### config.mk
export PLATFORM = sky130hd
export DESIGN_NAME = execute_stage_md
export DESIGN_NICKNAME = d
export VERILOG_FILES = /design/src/rtl/execute_stage_md.sv
export SDC_FILE = /design/constraint.sdc
export NUM_CORES = 2
export LEC_CHECK = 0
export ABC_AREA = 1
export CAP_MARGIN = 15
export CORE_UTILIZATION = 35
export DETAILED_ROUTE_END_ITERATION = 16
export HOLD_SLACK_MARGIN = 0.05
export SLEW_MARGIN = 20
export SYNTH_ARGS = -nofsm -noshare
export SYNTH_HDL_FRONTEND = slang
export SYNTH_SLANG_ARGS = --single-unit
export TNS_END_PERCENT = 10
### constraint.sdc
create_clock -name clk -period 8.6 [get_ports clk]
set_input_delay 2.15 -clock clk [delete_from_list [all_inputs] [get_ports clk]]
set_output_delay 2.15 -clock clk [all_outputs]
set_load 0.01 [all_outputs]
### src/rtl/execute_stage_md.sv
// execute_stage_md: RV32IM/RV64IM execute stage with operand forwarding, a
// single-cycle ALU/multiplier, an iterative restoring divider and the E->M
// pipeline register. A divide holds BusyE high while it iterates.
// Optional build macro: EXEC_DIV_FASTPATH_EN resolves divides whose divisor
// magnitude is 0 or 1 in a single cycle without raising BusyE.
module execute_stage_md #(
    parameter int XLEN       = 32,
    parameter int REG_ADDR_W = 5,
    parameter int MEM_TYPE_W = 1
) (
    input  logic                  clk,
    input  logic                  rst_n,
    input  logic                  ValidE,
    input  logic                  FlushE,
    input  logic                  RegWriteE,
    input  logic                  ResultSrcE,
    input  logic                  MemWriteE,
    input  logic [MEM_TYPE_W-1:0] MemTypeE,
    input  logic [4:0]            ALUCtrlE,
    input  logic                  ALUSrcE,
    input  logic [XLEN-1:0]       RD1E,
    input  logic [XLEN-1:0]       RD2E,
    input  logic [XLEN-1:0]       ExtImmE,
    input  logic [XLEN-1:0]       ResultW,
    input  logic [REG_ADDR_W-1:0] RdE,
    input  logic [1:0]            ForwardAE,
    input  logic [1:0]            ForwardBE,
    output logic                  BusyE,
    output logic                  ValidM,
    output logic                  RegWriteM,
    output logic                  ResultSrcM,
    output logic                  MemWriteM,
    output logic [MEM_TYPE_W-1:0] MemTypeM,
    output logic [XLEN-1:0]       ALUResultM,
    output logic [XLEN-1:0]       WriteDataM,
    output logic [REG_ADDR_W-1:0] RdM
);
    localparam int SHW   = $clog2(XLEN);
    localparam int CNT_W = SHW + 1;

    localparam logic [4:0] OP_ADD  = 5'd0,  OP_SUB  = 5'd1,  OP_AND    = 5'd2,  OP_OR    = 5'd3;
    localparam logic [4:0] OP_XOR  = 5'd4,  OP_SLL  = 5'd5,  OP_SRL    = 5'd6,  OP_SRA   = 5'd7;
    localparam logic [4:0] OP_SLT  = 5'd8,  OP_SLTU = 5'd9,  OP_PASSB  = 5'd10;
    localparam logic [4:0] OP_MUL  = 5'd16, OP_MULH = 5'd17, OP_MULHSU = 5'd18, OP_MULHU = 5'd19;
    localparam logic [4:0] OP_DIV  = 5'd20, OP_DIVU = 5'd21, OP_REM    = 5'd22, OP_REMU  = 5'd23;

    typedef enum logic [1:0] {S_IDLE, S_DIV, S_DONE} state_t;

    state_t                r_state;
    logic [CNT_W-1:0]      r_cnt;
    logic [XLEN-1:0]       r_quo;
    logic [XLEN-1:0]       r_rem;
    logic [XLEN-1:0]       r_dvs;
    logic [XLEN-1:0]       r_dvd;
    logic                  r_neg_a, r_neg_b, r_is_rem, r_dvs_zero;
    logic                  r_sh_regwrite, r_sh_resultsrc, r_sh_memwrite;
    logic [MEM_TYPE_W-1:0] r_sh_memtype;
    logic [REG_ADDR_W-1:0] r_sh_rd;
    logic [XLEN-1:0]       r_sh_wdata;

    logic [XLEN-1:0]   w_src_a, w_fwd_b, w_src_b, w_alu_res, w_fast_res, w_exec_res;
    logic [SHW-1:0]    w_shamt;
    logic [2*XLEN-1:0] w_mul_a, w_mul_b, w_mul_p;
    logic              w_mul_sa, w_mul_sb;
    logic              w_div_op, w_div_signed, w_div_rem, w_neg_a, w_neg_b, w_fast, w_issue;
    logic [XLEN-1:0]   w_mag_a, w_mag_b;
    logic [XLEN:0]     w_rem_sh, w_rem_diff;

    // Final divide result from unsigned magnitudes, including the x/0 rule.
    function automatic logic [XLEN-1:0] div_result(
        input logic is_rem, input logic neg_a, input logic neg_b, input logic dvs_zero,
        input logic [XLEN-1:0] q_mag, input logic [XLEN-1:0] r_mag, input logic [XLEN-1:0] dvd);
        if (dvs_zero) return is_rem ? dvd : '1;
        if (is_rem)   return neg_a ? -r_mag : r_mag;
        return (neg_a ^ neg_b) ? -q_mag : q_mag;
    endfunction

    // Forwarding muxes and SrcB immediate select.
    always_comb begin
        case (ForwardAE)
            2'b01:   w_src_a = ResultW;
            2'b10:   w_src_a = ALUResultM;
            default: w_src_a = RD1E;
        endcase
        case (ForwardBE)
            2'b01:   w_fwd_b = ResultW;
            2'b10:   w_fwd_b = ALUResultM;
            default: w_fwd_b = RD2E;
        endcase
        w_src_b = ALUSrcE ? ExtImmE : w_fwd_b;
    end

    // One shared 2*XLEN multiplier; operands are sign- or zero-extended per op.
    assign w_mul_sa = (ALUCtrlE == OP_MULH) || (ALUCtrlE == OP_MULHSU);
    assign w_mul_sb = (ALUCtrlE == OP_MULH);
    assign w_mul_a  = {{XLEN{w_mul_sa & w_src_a[XLEN-1]}}, w_src_a};
    assign w_mul_b  = {{XLEN{w_mul_sb & w_src_b[XLEN-1]}}, w_src_b};
    assign w_mul_p  = w_mul_a * w_mul_b;
    assign w_shamt  = w_src_b[SHW-1:0];

    // Single-cycle ALU result.
    always_comb begin
        // NOTE: default first so every path assigns and no latch is inferred.
        w_alu_res = '0;
        case (ALUCtrlE)
            OP_ADD:    w_alu_res = w_src_a + w_src_b;
            OP_SUB:    w_alu_res = w_src_a - w_src_b;
            OP_AND:    w_alu_res = w_src_a & w_src_b;
            OP_OR:     w_alu_res = w_src_a | w_src_b;
            OP_XOR:    w_alu_res = w_src_a ^ w_src_b;
            OP_SLL:    w_alu_res = w_src_a << w_shamt;
            OP_SRL:    w_alu_res = w_src_a >> w_shamt;
            OP_SRA:    w_alu_res = $signed(w_src_a) >>> w_shamt;
            OP_SLT:    w_alu_res = {{(XLEN-1){1'b0}}, $signed(w_src_a) < $signed(w_src_b)};
            OP_SLTU:   w_alu_res = {{(XLEN-1){1'b0}}, w_src_a < w_src_b};
            OP_PASSB:  w_alu_res = w_src_b;
            OP_MUL:    w_alu_res = w_mul_p[XLEN-1:0];
            OP_MULH, OP_MULHSU, OP_MULHU: w_alu_res = w_mul_p[2*XLEN-1:XLEN];
            default:   w_alu_res = '0;
        endcase
    end

    // Divide decode and operand magnitudes.
    assign w_div_op     = (ALUCtrlE >= OP_DIV) && (ALUCtrlE <= OP_REMU);
    assign w_div_signed = (ALUCtrlE == OP_DIV) || (ALUCtrlE == OP_REM);
    assign w_div_rem    = (ALUCtrlE == OP_REM) || (ALUCtrlE == OP_REMU);
    assign w_neg_a      = w_div_signed & w_src_a[XLEN-1];
    assign w_neg_b      = w_div_signed & w_src_b[XLEN-1];
    assign w_mag_a      = w_neg_a ? -w_src_a : w_src_a;
    assign w_mag_b      = w_neg_b ? -w_src_b : w_src_b;

`ifdef EXEC_DIV_FASTPATH_EN
    assign w_fast     = w_div_op && (w_mag_b[XLEN-1:1] == '0);
    assign w_fast_res = div_result(w_div_rem, w_neg_a, w_neg_b, w_mag_b[0] == 1'b0,
                                   w_mag_a, '0, w_src_a);
`else
    assign w_fast     = 1'b0;
    assign w_fast_res = '0;
`endif

    assign w_exec_res = w_fast ? w_fast_res : w_alu_res;
    assign w_issue    = ValidE & w_div_op & ~FlushE & ~w_fast;

    // Busy covers the issue cycle and every iteration; forced low in reset.
    assign BusyE = rst_n & (((r_state == S_IDLE) & w_issue) | (r_state == S_DIV));

    // One restoring step: shift in the next dividend bit, subtract if it fits.
    assign w_rem_sh   = {r_rem, r_quo[XLEN-1]};
    assign w_rem_diff = w_rem_sh - {1'b0, r_dvs};

    // Divide FSM, divider datapath and the E->M register.
    always_ff @(posedge clk or negedge rst_n) begin
        if (!rst_n) begin
            r_state        <= S_IDLE;
            r_cnt          <= '0;
            r_quo          <= '0;
            r_rem          <= '0;
            r_dvs          <= '0;
            r_dvd          <= '0;
            r_neg_a        <= 1'b0;
            r_neg_b        <= 1'b0;
            r_is_rem       <= 1'b0;
            r_dvs_zero     <= 1'b0;
            r_sh_regwrite  <= 1'b0;
            r_sh_resultsrc <= 1'b0;
            r_sh_memwrite  <= 1'b0;
            r_sh_memtype   <= '0;
            r_sh_rd        <= '0;
            r_sh_wdata     <= '0;
            ValidM         <= 1'b0;
            RegWriteM      <= 1'b0;
            ResultSrcM     <= 1'b0;
            MemWriteM      <= 1'b0;
            MemTypeM       <= '0;
            ALUResultM     <= '0;
            WriteDataM     <= '0;
            RdM            <= '0;
        end else begin
            // NOTE: non-blocking defaults load a bubble; later assignments in this block win.
            ValidM     <= 1'b0;
            RegWriteM  <= 1'b0;
            ResultSrcM <= 1'b0;
            MemWriteM  <= 1'b0;
            MemTypeM   <= '0;
            ALUResultM <= '0;
            WriteDataM <= '0;
            RdM        <= '0;
            case (r_state)
                S_IDLE: begin
                    if (w_issue) begin
                        r_state        <= S_DIV;
                        r_cnt          <= CNT_W'(XLEN);
                        r_quo          <= w_mag_a;
                        r_rem          <= '0;
                        r_dvs          <= w_mag_b;
                        r_dvd          <= w_src_a;
                        r_neg_a        <= w_neg_a;
                        r_neg_b        <= w_neg_b;
                        r_is_rem       <= w_div_rem;
                        r_dvs_zero     <= (w_mag_b == '0);
                        r_sh_regwrite  <= RegWriteE;
                        r_sh_resultsrc <= ResultSrcE;
                        r_sh_memwrite  <= MemWriteE;
                        r_sh_memtype   <= MemTypeE;
                        r_sh_rd        <= RdE;
                        r_sh_wdata     <= w_fwd_b;
                    end else if (!FlushE) begin
                        ValidM     <= ValidE;
                        RegWriteM  <= RegWriteE & ValidE;
                        MemWriteM  <= MemWriteE & ValidE;
                        ResultSrcM <= ResultSrcE;
                        MemTypeM   <= MemTypeE;
                        ALUResultM <= w_exec_res;
                        WriteDataM <= w_fwd_b;
                        RdM        <= RdE;
                    end
                end
                S_DIV: begin
                    if (FlushE) begin
                        r_state <= S_IDLE;
                    end else begin
                        if (!w_rem_diff[XLEN]) begin
                            r_rem <= w_rem_diff[XLEN-1:0];
                            r_quo <= {r_quo[XLEN-2:0], 1'b1};
                        end else begin
                            r_rem <= w_rem_sh[XLEN-1:0];
                            r_quo <= {r_quo[XLEN-2:0], 1'b0};
                        end
                        r_cnt <= r_cnt - 1'b1;
                        if (r_cnt == CNT_W'(1)) r_state <= S_DONE;
                    end
                end
                S_DONE: begin
                    r_state <= S_IDLE;
                    if (!FlushE) begin
                        ValidM     <= 1'b1;
                        RegWriteM  <= r_sh_regwrite;
                        ResultSrcM <= r_sh_resultsrc;
                        MemWriteM  <= r_sh_memwrite;
                        MemTypeM   <= r_sh_memtype;
                        ALUResultM <= div_result(r_is_rem, r_neg_a, r_neg_b, r_dvs_zero,
                                                 r_quo, r_rem, r_dvd);
                        WriteDataM <= r_sh_wdata;
                        RdM        <= r_sh_rd;
                    end
                end
                default: r_state <= S_IDLE;
            endcase
        end
    end
endmodule

==> flow_metrics.py <==
metrics = {
    "sta": {
        "slew_headroom": 0.255,
        "finalWorstSetupSlack_ns": -1.33,
        "final-max-slew-violation-count": 0,
        "worst_slew_pin_slew_ns": 1.12,
        "setup-violations-final": 32,
        "setup-tns-final_ns": -38.19,
        "fin_skew_ns": 0.0758,
        "min_period_ns": 9.93,
        "hold_viol": 0,
        "fmax_ghz": 0.101,
        "rsz0062_at_grt": "yes",
        "min_period_over_period": 1.15,
        "worst_hold_slack_ns": 0.474,
    },
    "min_path": {
        "hold_path.class": "reg -> reg",
        "hold-path-cell-count": 1,
        "min-delay-start": "r_cnt[5]$_DFFE_PN0P_",
        "whs_endpoint": "r_cnt[5]$_DFFE_PN0P_",
    },
    "finish": {
        "fillers": 18800,
        "areaGrowthSynthToFinish_pct": 28.8,
        "finalCoreUtilization": 0.454,
        "drive_gt1_frac": 0.186,
        "final_nets": 11800,
    },
    "synthesis": {
        "synthArstFlopShare": 1.00,
        "synth_nets": 10800,
        "synth_top_cells_by_area": "fa_1, nand2_1, dfrtp_1",
        "ys_types": 65,
        "synth.most_common_cell": "nand2_1",
        "synth_cells": 9124,
        "syn_area_um2": 65500,
        "ys.flop_type": "dfrtp_1",
        "yosysTopAreaCell": "fa_1",
        "avgSynthCellArea_um2": 7.17,
        "synth_edf_count": 0,
        "yosysWarnings": 0,
        "ys_seq_elements": 255,
        "ys_seq_area_frac": 0.0975,
        "synth.top_cell.area_share": 0.345,
        "ys_top_cells_by_count": "nand2_1, inv_1, fa_1",
    },
    "flow_run": {
        "maxCapViolations": 0,
    },
    "drt": {
        "viasPerCell": 5.47,
        "drtIter0Drc": 6870,
        "routedWlPerCell_um": 29.4,
        "wl_um": 373000,
        "via_count": 69500,
        "drcViolationCount": 0,
        "dr.pass1.iters": 8,
        "ant_nets": 0,
    },
    "worst_setup_path": {
        "slowest_delay_ns": 0.68,
        "cp_top_family": "adder cells",
        "critPathCaptureType": "flip-flop",
        "start_kind": "primary input",
        "r2r_cells": 36,
        "timing.rr.end": "ALUResultM[10]$_DFF_PN0_",
        "crit_type": "in -> reg",
        "crit_path_max_fanout": 6,
        "crit_slowest_cell": "fa_2",
        "path_buf_inv": 14,
        "ff2ff_setup_slack_ns": -0.23,
        "r2r_start": "ALUResultM[15]$_DFF_PN0_",
        "required_ns": 9.14,
        "cp.arrival_ns": 10.47,
        "cp_common_cell": "fa_1",
    },
    "place": {
        "gp_congestion": 1.10,
        "post-dp-hpwl_um": 313000,
        "numPortBuffers": 225,
    },
    "die": {
        "start_util": 0.353,
        "fp.coreArea_um2": 186000,
        "die_w_um": 434,
        "die_y_um": 434,
        "dieArea_um2": 189000,
        "rows": 158,
        "io_pins": 226,
    },
    "clocking": {
        "path_clk_slew_ns": 0.07,
        "cts_tree": "done",
        "clock-sinks": 255,
        "insertion_delay_ns": 0.68,
        "numCtsBuffers": 29,
        "ctsHtreeMaxLevel": 1,
        "clock-root-buffer": "clkbuf_16",
        "clockBufferDepth": 3,
    },
    "global_routing": {
        "grt_pass1_vias": 71200,
        "grt-ovfl-total": 0,
        "grt_pass1_wl_um": 521000,
        "antenna_found_initial": 35,
        "grt_max_degree": 113,
        "track_usage": 0.392,
    },
    "run_status": {
        "status": "complete, but fails checks",
        "violations": "setup timing",
    },
}
[final cells by class]
type                    count  area, um^2  area share
multi-input cells        6790       53200       0.631
repair buffers           1473       14300       0.170
flip-flops and latches    255        6380      0.0757
inverters                1648        6290      0.0747
well taps                2480        3100      0.0368
clock buffers              38         800     0.00948
clock inverters            15         174     0.00206
diodes                      8        20.0    0.000237
repair inverters            2        17.5    0.000208
[sequential cells by signal, indices dropped and copies added, names as in the netlist, 2 cells and up]
register    flops
ALUResultM     32
RdM             5
WriteDataM     32
r_cnt           6
r_dvd          32
r_dvs          32
r_quo          32
r_rem          32
r_sh_rd         5
r_sh_wdata     32
r_state         2
[layout by cell type, fill, tap and decap left out, types with 167 or more instances in the layout]
cell type,instances
a21oi_1,362
buf_12,167
buf_4,989
clkdlybuf4s50_1,210
dfrtp_1,255
fa_1,1076
ha_1,303
inv_1,1556
nand2_1,2195
nand3_1,452
nor2_1,804
o21ai_0,508
[logic make-up (layout without fill, tap and decap cells)]
group,count (synthesis),count (layout),synth area share
XOR/XNOR,62,62,0.00830
multiplexers,2,2,0.000306
adder cells (fa/ha/maj),1479,1479,0.412
buffers and inverters,2079,3176,0.123
AND/OR/NAND/NOR,3962,3962,0.250
flip-flops,255,255,0.0975
other,0,8,0
AO/OA/AOI/OAI,1285,1285,0.110
[how the worst max path moves through the flow]
stage | slack, ns | cells after the start | end | startpoint
6_report | -1.33 | 39 | ALUResultM[28]$_DFF_PN0_ | ForwardAE[0]
5_1_grt | -1.55 | 41 | ALUResultM[10]$_DFF_PN0_ | ForwardAE[0]
3_5_place_dp | -3.07 | 38 | ALUResultM[2]$_DFF_PN0_ | ForwardAE[0]
3_3_place_gp | -3.14 | 37 | ALUResultM[2]$_DFF_PN0_ | ForwardAE[0]
4_1_cts | -1.25 | 39 | ALUResultM[28]$_DFF_PN0_ | ForwardAE[0]
2_1_floorplan | -1.10 | 38 | ALUResultM[31]$_DFF_PN0_ | ForwardBE[0]
[through the flow]
stage	worst slack (ns)	instance area [um^2]	std cells
after floorplan	-1.10	65700	9124
after global placement	-3.14	79600	12500
after detailed placement	-3.07	79700	12500
after CTS	-1.25	82900	12700
after global routing	-1.55	84300	12700
final	-1.33	84300	12700
[timing repair]
action | in CTS | in global routing
cloned | 8 | 6
setup endpoints to repair | 32 | 32
hold buffers | 0 | 0
pin swaps | 134 | 123
resized for setup | 491 | 249
setup buffers | 52 | 36
[metal layers]
metal,routed length (um),global-route usage,part of all wire,vias to the layer above
met3,38400,0.109,0.10,950
met1,142000,0.478,0.38,34700
met5,286,0,0.00077,-
li1,-,-,-,30200
met4,30500,0.258,0.082,40
met2,162000,0.607,0.43,3637
[worst reg2reg max path, delay by kind of cell (launching register included)]
kind / cells / cell delay (ns)
fa+ha+maj: 9 / 4.37
compound gates: 5 / 0.63
flops: 1 / 0.82
simple gates: 11 / 1.15
buf+inv: 11 / 1.72
Power is not shown: default switching activity piles up to over one toggle a cycle in this logic, so the estimate is an artifact.
==> edit, RTL diff (same settings) <==
The parameter `REG_ADDR_W` goes from 5 to 3.
--- a/src/rtl/execute_stage_md.sv
+++ b/src/rtl/execute_stage_md.sv
@@ -6,5 +6,5 @@
 module execute_stage_md #(
     parameter int XLEN       = 32,
-    parameter int REG_ADDR_W = 5,
+    parameter int REG_ADDR_W = 3,
     parameter int MEM_TYPE_W = 1
 ) (
Interface: changed (resized RdE and RdM); port bits go from 226 to 222. No check against the original RTL was run, so the function may have changed too.
==> edit against the original RTL <==
  * The flow still finishes with violations (setup timing)
  * Count of clock-buffer cells in the layout is 3 higher
  * Cell count is 1.2% higher
  * Final area is 0.80% higher
  * Sequential cell count is 4 lower
  * First-iteration DRC count is 15% higher
  * Global-route usage is 0.26 points higher
  * Clock skew is 47 ps lower
  * Setup slack worse by 490 ps
  * Synthesized area is 0.18% lower
  * Utilization is 0.41 points higher
  * Die area is 0.18% lower
  * Wire length is 0.11% lower
Power is not shown: default switching activity piles up to over one toggle a cycle in this logic, so the estimate is an artifact.
==> edit: results (changes against the original RTL) <==
Placement
  – Dpl cells: 12715 (+1.3%)
  – HPWL after DPL: 316000 µm (+1.1%)
  – Gpl congestion: 1.10 (about the same)
  – I/O Buffers: 221 (-1.8%)

Worst setup path
  – Reg2reg start: ALUResultM[26]
  – CP peak stage delay: 620 ps (-60 ps)
  – Reg2reg setup slack: -260 ps (-30 ps)
  – Reg2reg path depth: 37 (+2.8%)
  – Reg-to-Reg End: ALUResultM[0]
  – CP startpoint: ForwardBE[1]
  – Crit path DAT: 10910 ps (+440 ps)
  – Max Fanout on Critical Path: 10 (+4)

Worst hold path
  – Worst hold path stage count: 2 (+1)
  – Worst Hold End: WriteDataM[11]
  – Hold path start: r_sh_wdata[11]

Timing
  – Final setup viols: 32 (unchanged)
  – Worst Max-Slew Pin Slew: 1230 ps (+118 ps)
  – Min Hold Slack: 485 ps (+10.8 ps)
  – Final WS setup: -1830 ps (-493 ps)
  – Setup Skew: 29.2 ps (-46.7 ps)

Global route
  – Initial antenna violation count: 27 (-23%)
  – Largest net degree at the start of global routing: 126 (+12%)
  – Met2 Resource Use GR: 0.604 (-0.00324)
  – Global Route met3 Usage: 0.0891 (-0.0203)
  – Vias in the first global route: 70825 (-0.52%)
  – First-pass GRT wire length: 524000 µm (+0.57%)

Synth
  – XOR/XNOR Fraction of Synth Area: 0.00925 (+0.000954)
  – Library cells used by synthesis: 60 (-7.7%)
  – Multiplexer area fraction after synthesis: 0 (-0.000306)
  – Mapped Avg Cell Area: 7.11 µm² (-0.93%)
  – Commonest cells post-synth: nand2_1, inv_1, fa_1
  – Synth Area in Adders: 0.413 (+0.000750)
  – Synth Area in Compound Gates: 0.103 (-0.00673)
  – Sequential area share after synthesis: 0.0961 (-0.00135)
  – Synth area leaders: fa_1, nand2_1, dfrtp_1

Layout
  – Share of cells above drive strength 1: 0.190 (+0.00380)
  – Total Nets Final: 11977 (+1.3%)

Status
  – Failing checks: setup timing
  – Outcome: complete, but fails checks

Route
  – WL met1: 144000 µm (+1.2%)
  – Met2 Wirelength: 162000 µm (-0.27%)
  – DR WL met3: 37200 µm (-3.1%)
  – Wirelength per Cell: 29.0 µm (-1.3%)
  – Total Wirelength: 373000 µm (-0.11%)
  – Pre-Repair DR Iteration Count: 6 (-2)
  – Via count: 70603 (+1.5%)

Clocking
  – Worst skew pair latency: 630 ps (-50 ps)
  – Clock buffers created by TritonCTS: 35 (+21%)
  – Postcts setup bufs: 56 (+7.7%)
  – H-tree Lvls: 2 (+1)
  – Post-cts sizing count: 410 (-16%)
## edit: worst max-delay path, delay by kind of cell
kind | cells | cell delay (ps)
buffers and inverters | 16 | 1950
adders and majority gates | 10 | 4770
and+or+nand+nor | 14 | 1500
AOI/OAI and AO/OA | 3 | 490
## edit: layout make-up
type	instances	area, µm²	share of cell area
Sequential cell	251	6280	0.0739
Tap cell	2480	3100	0.0365
Multi-Input combinational cell	6815	53200	0.626
Timing Repair Buffer	1543	14600	0.171
Clock inverter	21	369	0.00434
Antenna cell	13	32.5	0.000383
Clock buffer	41	918	0.0108
Timing Repair inverter	1	11.3	0.000133
Inverter	1702	6500	0.0765
## edit: stage by stage
stage	area, µm²	utilization	worst slack, ps	TNS [ps]
after floorplan	66000	-	-911	-25950
after global placement	80900	0.436	-3660	-107480
after detailed placement	80900	0.436	-3570	-105080
after CTS	84200	0.454	-1760	-52390
after global routing	84900	0.458	-1960	-60120
final	85000	0.458	-1830	-53240
